==> src/rtl/i2c_txn_sequencer_if.sv <==
// Command/response channel between the transaction sequencer and the I2C byte engine.
interface i2c_txn_sequencer_if;
    logic       cmd_valid;
    logic       cmd_ready;
    logic [2:0] cmd_op;
    logic [7:0] cmd_wdata;
    logic       cmd_mack;
    logic       rsp_valid;
    logic [7:0] rsp_rdata;
    logic       rsp_nack;

    modport master (
        output cmd_valid, cmd_op, cmd_wdata, cmd_mack,
        input  cmd_ready, rsp_valid, rsp_rdata, rsp_nack
    );

    modport slave (
        input  cmd_valid, cmd_op, cmd_wdata, cmd_mack,
        output cmd_ready, rsp_valid, rsp_rdata, rsp_nack
    );
endinterface

==> src/rtl/i2c_txn_sequencer.sv <==
// Round-robin front end for the I2C byte engine: latches one requester's register
// access descriptor and walks the engine through the write or repeated-start read.
module i2c_txn_sequencer #(
    parameter  int NUM_REQ = 2,
    parameter  int MAX_LEN = 4,
    localparam int LEN_W   = $clog2(MAX_LEN + 1)
) (
    input  logic                           clk,
    input  logic                           rst_n,
    input  logic [NUM_REQ-1:0]             req,
    input  logic [NUM_REQ-1:0]             req_rw,
    input  logic [7*NUM_REQ-1:0]           req_dev,
    input  logic [8*NUM_REQ-1:0]           req_reg,
    input  logic [LEN_W*NUM_REQ-1:0]       req_len,
    input  logic [8*MAX_LEN*NUM_REQ-1:0]   req_wdata,
    output logic [NUM_REQ-1:0]             grant,
    output logic [NUM_REQ-1:0]             done,
    output logic                           err,
    output logic [8*MAX_LEN-1:0]           rdata,
    i2c_txn_sequencer_if.master            eng
);
    localparam int IDX_W = (NUM_REQ > 1) ? $clog2(NUM_REQ) : 1;
    localparam int BI_W  = (MAX_LEN > 1) ? $clog2(MAX_LEN) : 1;
    localparam logic [2:0] OP_START = 3'd0, OP_WRITE = 3'd1, OP_READ = 3'd2,
                           OP_STOP  = 3'd3, OP_RSTART = 3'd4;

    typedef enum logic [2:0] {IDLE, ARB, ISSUE, WAIT, DONE} state_t;
    typedef enum logic [2:0] {P_START, P_DEVW, P_REG, P_DATA, P_RSTART, P_DEVR, P_READ, P_STOP} phase_t;

    typedef struct packed {
        logic                      rw;
        logic [6:0]                dev;
        logic [7:0]                ra;
        logic [LEN_W-1:0]          len;
        logic [MAX_LEN-1:0][7:0]   wdata;
    } desc_t;

    logic [NUM_REQ-1:0][6:0]             dev_v;
    logic [NUM_REQ-1:0][7:0]             reg_v;
    logic [NUM_REQ-1:0][LEN_W-1:0]       len_v;
    logic [NUM_REQ-1:0][MAX_LEN-1:0][7:0] wd_v;
    assign dev_v = req_dev;
    assign reg_v = req_reg;
    assign len_v = req_len;
    assign wd_v  = req_wdata;

    state_t                  state, state_nxt;
    phase_t                  phase, phase_nxt;
    logic [LEN_W-1:0]        cnt, cnt_nxt;
    logic [IDX_W-1:0]        rr_ptr, win_idx;
    logic                    win_vld;
    desc_t                   d, win_desc;
    logic [MAX_LEN-1:0][7:0] rd_r;
    logic [BI_W-1:0]         cnt_b;
    logic                    last, nk;

    assign cnt_b = cnt[BI_W-1:0];
    assign last  = (cnt + LEN_W'(1)) == d.len;
    assign rdata = rd_r;
    // Only WRITE responses carry a meaningful slave ACK.
    assign nk    = eng.rsp_nack && (phase inside {P_DEVW, P_REG, P_DATA, P_DEVR});

    // Round-robin search starting one past the last winner.
    always_comb begin
        int c;
        c        = 0;
        win_vld  = 1'b0;
        win_idx  = '0;
        for (int i = 1; i <= NUM_REQ; i++) begin
            c = int'(rr_ptr) + i;
            if (c >= NUM_REQ) c = c - NUM_REQ;
            if (!win_vld && req[IDX_W'(c)]) begin
                win_vld = 1'b1;
                win_idx = IDX_W'(c);
            end
        end
        win_desc.rw    = req_rw[win_idx];
        win_desc.dev   = dev_v[win_idx];
        win_desc.ra    = reg_v[win_idx];
        win_desc.len   = (len_v[win_idx] > LEN_W'(MAX_LEN)) ? LEN_W'(MAX_LEN) : len_v[win_idx];
        win_desc.wdata = wd_v[win_idx];
    end

    always_ff @(posedge clk or negedge rst_n) begin
        if (!rst_n) begin
            state <= IDLE;
            phase <= P_START;
            cnt   <= '0;
        end else begin
            state <= state_nxt;
            phase <= phase_nxt;
            cnt   <= cnt_nxt;
        end
    end

    always_comb begin
        state_nxt = state;
        phase_nxt = phase;
        cnt_nxt   = cnt;
        case (state)
            IDLE: if (win_vld) begin
                state_nxt = ISSUE;
                phase_nxt = P_START;
                cnt_nxt   = '0;
            end
            ARB:   state_nxt = ISSUE;
            ISSUE: if (eng.cmd_ready) state_nxt = WAIT;
            WAIT: if (eng.rsp_valid) begin
                state_nxt = (phase == P_STOP) ? DONE : ISSUE;
                if (nk) phase_nxt = P_STOP;
                else begin
                    case (phase)
                        P_START:  phase_nxt = P_DEVW;
                        P_DEVW:   phase_nxt = P_REG;
                        P_REG:    phase_nxt = (d.len == '0) ? P_STOP : (d.rw ? P_RSTART : P_DATA);
                        P_RSTART: phase_nxt = P_DEVR;
                        P_DEVR:   phase_nxt = P_READ;
                        P_DATA, P_READ: begin
                            if (last) phase_nxt = P_STOP;
                            else      cnt_nxt   = cnt + LEN_W'(1);
                        end
                        default:  phase_nxt = P_STOP;
                    endcase
                end
            end
            DONE:    state_nxt = IDLE;
            default: state_nxt = IDLE;
        endcase
    end

    always_comb begin
        eng.cmd_valid = 1'b0;
        eng.cmd_op    = OP_START;
        eng.cmd_wdata = '0;
        eng.cmd_mack  = 1'b0;
        done          = '0;
        if (state == ISSUE) begin
            eng.cmd_valid = 1'b1;
            case (phase)
                P_START:  eng.cmd_op = OP_START;
                P_DEVW:   begin eng.cmd_op = OP_WRITE; eng.cmd_wdata = {d.dev, 1'b0}; end
                P_REG:    begin eng.cmd_op = OP_WRITE; eng.cmd_wdata = d.ra; end
                P_DATA:   begin eng.cmd_op = OP_WRITE; eng.cmd_wdata = d.wdata[cnt_b]; end
                P_RSTART: eng.cmd_op = OP_RSTART;
                P_DEVR:   begin eng.cmd_op = OP_WRITE; eng.cmd_wdata = {d.dev, 1'b1}; end
                P_READ:   begin eng.cmd_op = OP_READ; eng.cmd_mack = last; end
                default:  eng.cmd_op = OP_STOP;
            endcase
        end
        if (state == DONE) done = grant;
    end

    always_ff @(posedge clk or negedge rst_n) begin
        if (!rst_n) begin
            grant  <= '0;
            rr_ptr <= IDX_W'(NUM_REQ - 1);
            d      <= '0;
            err    <= 1'b0;
            rd_r   <= '0;
        end else if (state == IDLE && win_vld) begin
            grant  <= NUM_REQ'(1) << win_idx;
            rr_ptr <= win_idx;
            d      <= win_desc;
            err    <= 1'b0;
            rd_r   <= '0;
        end else if (state == WAIT && eng.rsp_valid) begin
            if (phase == P_READ) rd_r[cnt_b] <= eng.rsp_rdata;
            if (nk) err <= 1'b1;
        end else if (state == DONE) begin
            grant <= '0;
        end
    end
endmodule

==> src/flat_wrapper.sv <==
// flat-port wrapper written by rule: the top's interface ports become plain ports
module i2c_txn_sequencer_flat 
#(
    parameter  int NUM_REQ = 2,
    parameter  int MAX_LEN = 4,
    localparam int LEN_W   = $clog2(MAX_LEN + 1)
)
  (clk, rst_n, req, req_rw, req_dev, req_reg, req_len, req_wdata, grant, done, err, rdata, eng_cmd_valid, eng_cmd_op, eng_cmd_wdata, eng_cmd_mack, eng_cmd_ready, eng_rsp_valid, eng_rsp_rdata, eng_rsp_nack);
  i2c_txn_sequencer_if eng_i ();
  input  logic clk;
  input  logic rst_n;
  input  logic [NUM_REQ-1:0] req;
  input  logic [NUM_REQ-1:0] req_rw;
  input  logic [7*NUM_REQ-1:0] req_dev;
  input  logic [8*NUM_REQ-1:0] req_reg;
  input  logic [LEN_W*NUM_REQ-1:0] req_len;
  input  logic [8*MAX_LEN*NUM_REQ-1:0] req_wdata;
  output logic [NUM_REQ-1:0] grant;
  output logic [NUM_REQ-1:0] done;
  output logic err;
  output logic [8*MAX_LEN-1:0] rdata;
  output wire logic [$bits(eng_i.cmd_valid)-1:0] eng_cmd_valid;
  output wire logic [$bits(eng_i.cmd_op)-1:0] eng_cmd_op;
  output wire logic [$bits(eng_i.cmd_wdata)-1:0] eng_cmd_wdata;
  output wire logic [$bits(eng_i.cmd_mack)-1:0] eng_cmd_mack;
  input wire logic [$bits(eng_i.cmd_ready)-1:0] eng_cmd_ready;
  input wire logic [$bits(eng_i.rsp_valid)-1:0] eng_rsp_valid;
  input wire logic [$bits(eng_i.rsp_rdata)-1:0] eng_rsp_rdata;
  input wire logic [$bits(eng_i.rsp_nack)-1:0] eng_rsp_nack;
  assign eng_cmd_valid = eng_i.cmd_valid;
  assign eng_cmd_op = eng_i.cmd_op;
  assign eng_cmd_wdata = eng_i.cmd_wdata;
  assign eng_cmd_mack = eng_i.cmd_mack;
  assign eng_i.cmd_ready = eng_cmd_ready;
  assign eng_i.rsp_valid = eng_rsp_valid;
  assign eng_i.rsp_rdata = eng_rsp_rdata;
  assign eng_i.rsp_nack = eng_rsp_nack;
  i2c_txn_sequencer #(.NUM_REQ(NUM_REQ), .MAX_LEN(MAX_LEN)) u_core (.clk(clk), .rst_n(rst_n), .req(req), .req_rw(req_rw), .req_dev(req_dev), .req_reg(req_reg), .req_len(req_len), .req_wdata(req_wdata), .grant(grant), .done(done), .err(err), .rdata(rdata), .eng(eng_i));
endmodule
==> config.mk <==
export PLATFORM = sky130hd
export DESIGN_NAME = i2c_txn_sequencer_flat
export DESIGN_NICKNAME = d
export VERILOG_FILES = /design/src/rtl/i2c_txn_sequencer_if.sv /design/src/rtl/i2c_txn_sequencer.sv /design/src/flat_wrapper.sv
export SDC_FILE = /design/constraint.sdc
export NUM_CORES = 1
export LEC_CHECK = 0
export BUFFER_PORTS_ARGS = -buffer_cell sky130_fd_sc_hd__buf_2
export CAP_MARGIN = 10
export CORE_AREA = 2 2 98 100
export CTS_CLUSTER_SIZE = 40
export DETAILED_ROUTE_END_ITERATION = 7
export DIE_AREA = 0 0 100 102
export PLACE_DENSITY = 0.84
export SLEW_MARGIN = 20
export SYNTH_ARGS = -nofsm -noshare
export SYNTH_HDL_FRONTEND = slang
export SYNTH_SLANG_ARGS = --single-unit
==> constraint.sdc <==
create_clock -name clk -period 5.65 [get_ports clk]
set_input_delay 0.2825 -clock clk [delete_from_list [all_inputs] [get_ports clk]]
set_output_delay 0.2825 -clock clk [all_outputs]
set_load 0.02 [all_outputs]
==> impl_results.md <==
- Biggest area consumer among synthesized cells: dfrtp_1
- Ys flop type: dfrtp_1
- Via count: between 4,000 and 5,000
- Initial antenna violation count: 0
- Num CTS Buffers: 9
- Slew at the pin closest to its max-slew limit: 1.045 ns
- Clock slew seen by the registers of the worst setup and hold paths: approximately 0.10 ns
- NumNets Final: roughly 700
- Crit path DAT: 2.87 ns
- Tot Pwr: about 2.8 mW
- PortBufs: 165
- DRC: 0
- Largest family of logic cells by synthesized area: simple AND/OR/NAND/NOR gates
- Die area: about 10,000 sq um
- R2R Setup Slk: between 3 and 4 ns
- CTS H-Tree Depth: 3
- Max-slew headroom: 0.3031
- Final Hold Viols: 0
- Worst Hold Depth: 2
- Largest net degree at the start of global routing: 55
- Post-Synth Simple-Gate Area: 0.1705
- P&R area growth vs syn: 20.62%
- Vias in the first global route: about 4,000
- Setup violations, final: 0
- Hold slack: between 0.1 and 0.15 ns
- Post-Synthesis Cells: 440
- CP top delay family: flip-flops
- Critical Path Stages: 5
- Starting Density: 0.5310
- Die height: 102 um
- CTS sink count: 96
- Fin Setup TNS: 0 ns
- Post-layout minimum cycle time: around 3.1 ns
- CP cell instances: ha_1, xor3_1, nor3_2, and3_1, buf_2
- Leakage: roughly 3.2 nW
- Post-Synth Adder-Cell Area: 0.01035
- Worst skew pair latency: between 0.3 and 0.4 ns
- Yosys cell types: 49
- Status: finished clean
- RSZ-0062 raised after global routing: no
- Synthesized cell area: around 4800 sq um
- CP Capture Point: eng_cmd_mack
- YS warnings: 0
- Synth Area in Compound Gates: 0.1534
- RR Endpoint: u_core.phase[0]$_DFFE_PN0P_
- Final Cycle Share: 0.5571
- WS Path Type: register to output port
- CTS tree: done
- Clock Root Buffer: clkbuf_8
- CP bufs+invs: 1
- Crit path capture type: output port
- Post-CTS sizing: 0
- Yosys reg bits: 96
- Top cell type's share of synthesized area: 0.4915
- Multiplexer share of the synthesized area: 0.1120
- Avg Vias per Cell: slightly below 6
- Gr ovfl total: 0
- Slowest CP cell: dfrtp_1
- Reg2Reg Launch Point: u_core.cnt[0]$_DFFE_PN0P_
- Critical path origin: u_core.cnt[0]$_DFFE_PN0P_
- Worst Path Required: roughly 5.4 ns
- CP Max Fanout: 13
- Post-synthesis xor/xnor area fraction: 0.008536
- Largest cells by area after synthesis: dfrtp_1 49%, a221o_1 9.9%, mux2i_1 7.2%
- Antenna Cells: 0
- Max Cap Viol: 0
- Mean post-synth cell area: 10.99 sq um
- Core Region: between 9000 and 10,000 sq um
- Crit path launch type: register
- Asr flop ratio synth: 1.000
- Post-synthesis net count: 561
- Final RePlAce weighted congestion: a little over 0.8
- Reg2Reg Depth: 5
- DP HPWL: about 9000 um
- Slew Viols, Final: 0
- Routed len/inst: roughly 18 um
- Layout cells sized above 1: 0.3447
- Final wirelength: between 10,000 and 15,000 um
- 1st-pass router iterations: 4
- Iteration-0 DRC Markers: 205
- Largest stage delay, worst path: roughly 0.81 ns
- Number of enable flip-flop cells after synthesis: 0
- Post-route ant nets: 0
- Num rows: 35
- Post-synthesis sequential area ratio: 0.4969
- Total global-route track usage: 0.2520
- Fmax achieved: 317.7 MHz
- First-pass GRT wire length: 20,010 um
- CTS Buffer Depth: 2
- Min-Delay Path Class: primary input to register
- Clock Skew: 0.01460 ns
- P per Cell Area: 487.8 nW/um^2
- Die Wd: approximately 100 um
- Peak VDD IR: 193.4 uV
- Top-Level Pins: about 170
## flip-flops by register name, summed over array words and instances (netlist names)
signal         cells
u_core.cnt         3
u_core.rdata      32
u_core.state       3
u_core.rr_ptr      1
u_core.phase       3
u_core.grant       2
u_core.err         1
u_core.d          51
## through the flow
stage               cells  setup slack, ns  instance area (sq um)    util
CTS                   697            2.506                   5834  0.6405
floorplan             440            3.419                   4837       -
global route          697            2.270                   5834  0.6405
detailed placement    680            2.919                   5639  0.6191
finish                697            2.502                   5834  0.6405
global placement      680            2.971                   5639  0.6191
## worst register-to-register path: stages, from the launching register on
cell and delay, ns:
dfrtp_1 0.81, ha_1 0.36, xor3_1 0.46, nor3_2 0.45
o32ai_1 0.18, a32o_1 0.23
## report_power, final
group / total [mW] / internal (mW) / switching, mW
registers: 1.29 / 0.982 / 0.309
logic: 1.12 / 0.556 / 0.568
clock network: 0.430 / 0.169 / 0.261
## cell usage after synthesis (all sizes together) (3+ instances only)
library cell,instances
a21oi,14
a221o,48
and3,55
buf,16
clkbuf,24
dfrtp,95
ha,4
inv,6
mux2i,35
mux4,8
nand2,33
nand2b,4
nand3,6
nor2,36
nor3,6
o21ai,15
or2,3
## worst min path at each step
stage	slack, ns	to	start
floorplan	-0.01	u_core.cnt[0]$_DFFE_PN0P_	rst_n
global placement	0.31	u_core.d[32]$_DFFE_PN0P_	rst_n
detailed placement	0.32	u_core.d[34]$_DFFE_PN0P_	rst_n
CTS	0.13	u_core.d[5]$_DFFE_PN0P_	req_wdata[37]
global route	0.12	u_core.d[35]$_DFFE_PN0P_	req_reg[8]
finish	0.15	u_core.d[5]$_DFFE_PN0P_	req_wdata[37]
## area by class of cell
cell class	instances	area, sq um
fill	747	3274
sequential	96	2404
multi-input combinational	298	2216
timing repair buffer	170	868.3
tap	111	138.9
clock buffer	9	123.9
clock inverter	7	61.31
inverter	6	22.52
## repair_timing
| item | CTS | global route |
|---|---|---|
| setup endpoints to repair | 0 | 0 |
| buffers inserted | 0 | 0 |
| hold endpoints to repair | 45 | 0 |
| hold buffers | 1 | 0 |
## cell usage in the layout (no fill, tap or decap), types with 2 or more instances in the layout
cell type / instances
a21oi_1: 14
a221o_1: 48
a2bb2oi_1: 2
a32o_1: 2
and3_1: 55
buf_2: 164
buf_4: 5
clkbuf_8: 9
clkinvlp_4: 2
dfrtp_1: 95
ha_1: 4
inv_1: 6
inv_6: 3
mux2i_1: 35
mux4_2: 8
nand2_1: 33
nand2b_1: 4
nand3_1: 6
nand3b_1: 2
nor2_1: 36
nor3_1: 4
o21a_1: 2
o21ai_0: 14
or2_2: 2
or4_1: 2
## routing by layer
metal	share of wire	track usage	vias to the layer above
met5	0	0	-
met4	0.012	0.08325	0
met3	0.067	0.04788	12
met2	0.50	0.4335	179
met1	0.42	0.3249	1981
li1	-	-	1924
## cells by family after synthesis
logic type / after synthesis
compound gates: 91
xor+xnor: 3
fa+ha+maj: 4
buf+inv: 46
flops: 96
mux: 44
simple gates: 156
(Power assumes the default switching activity.)
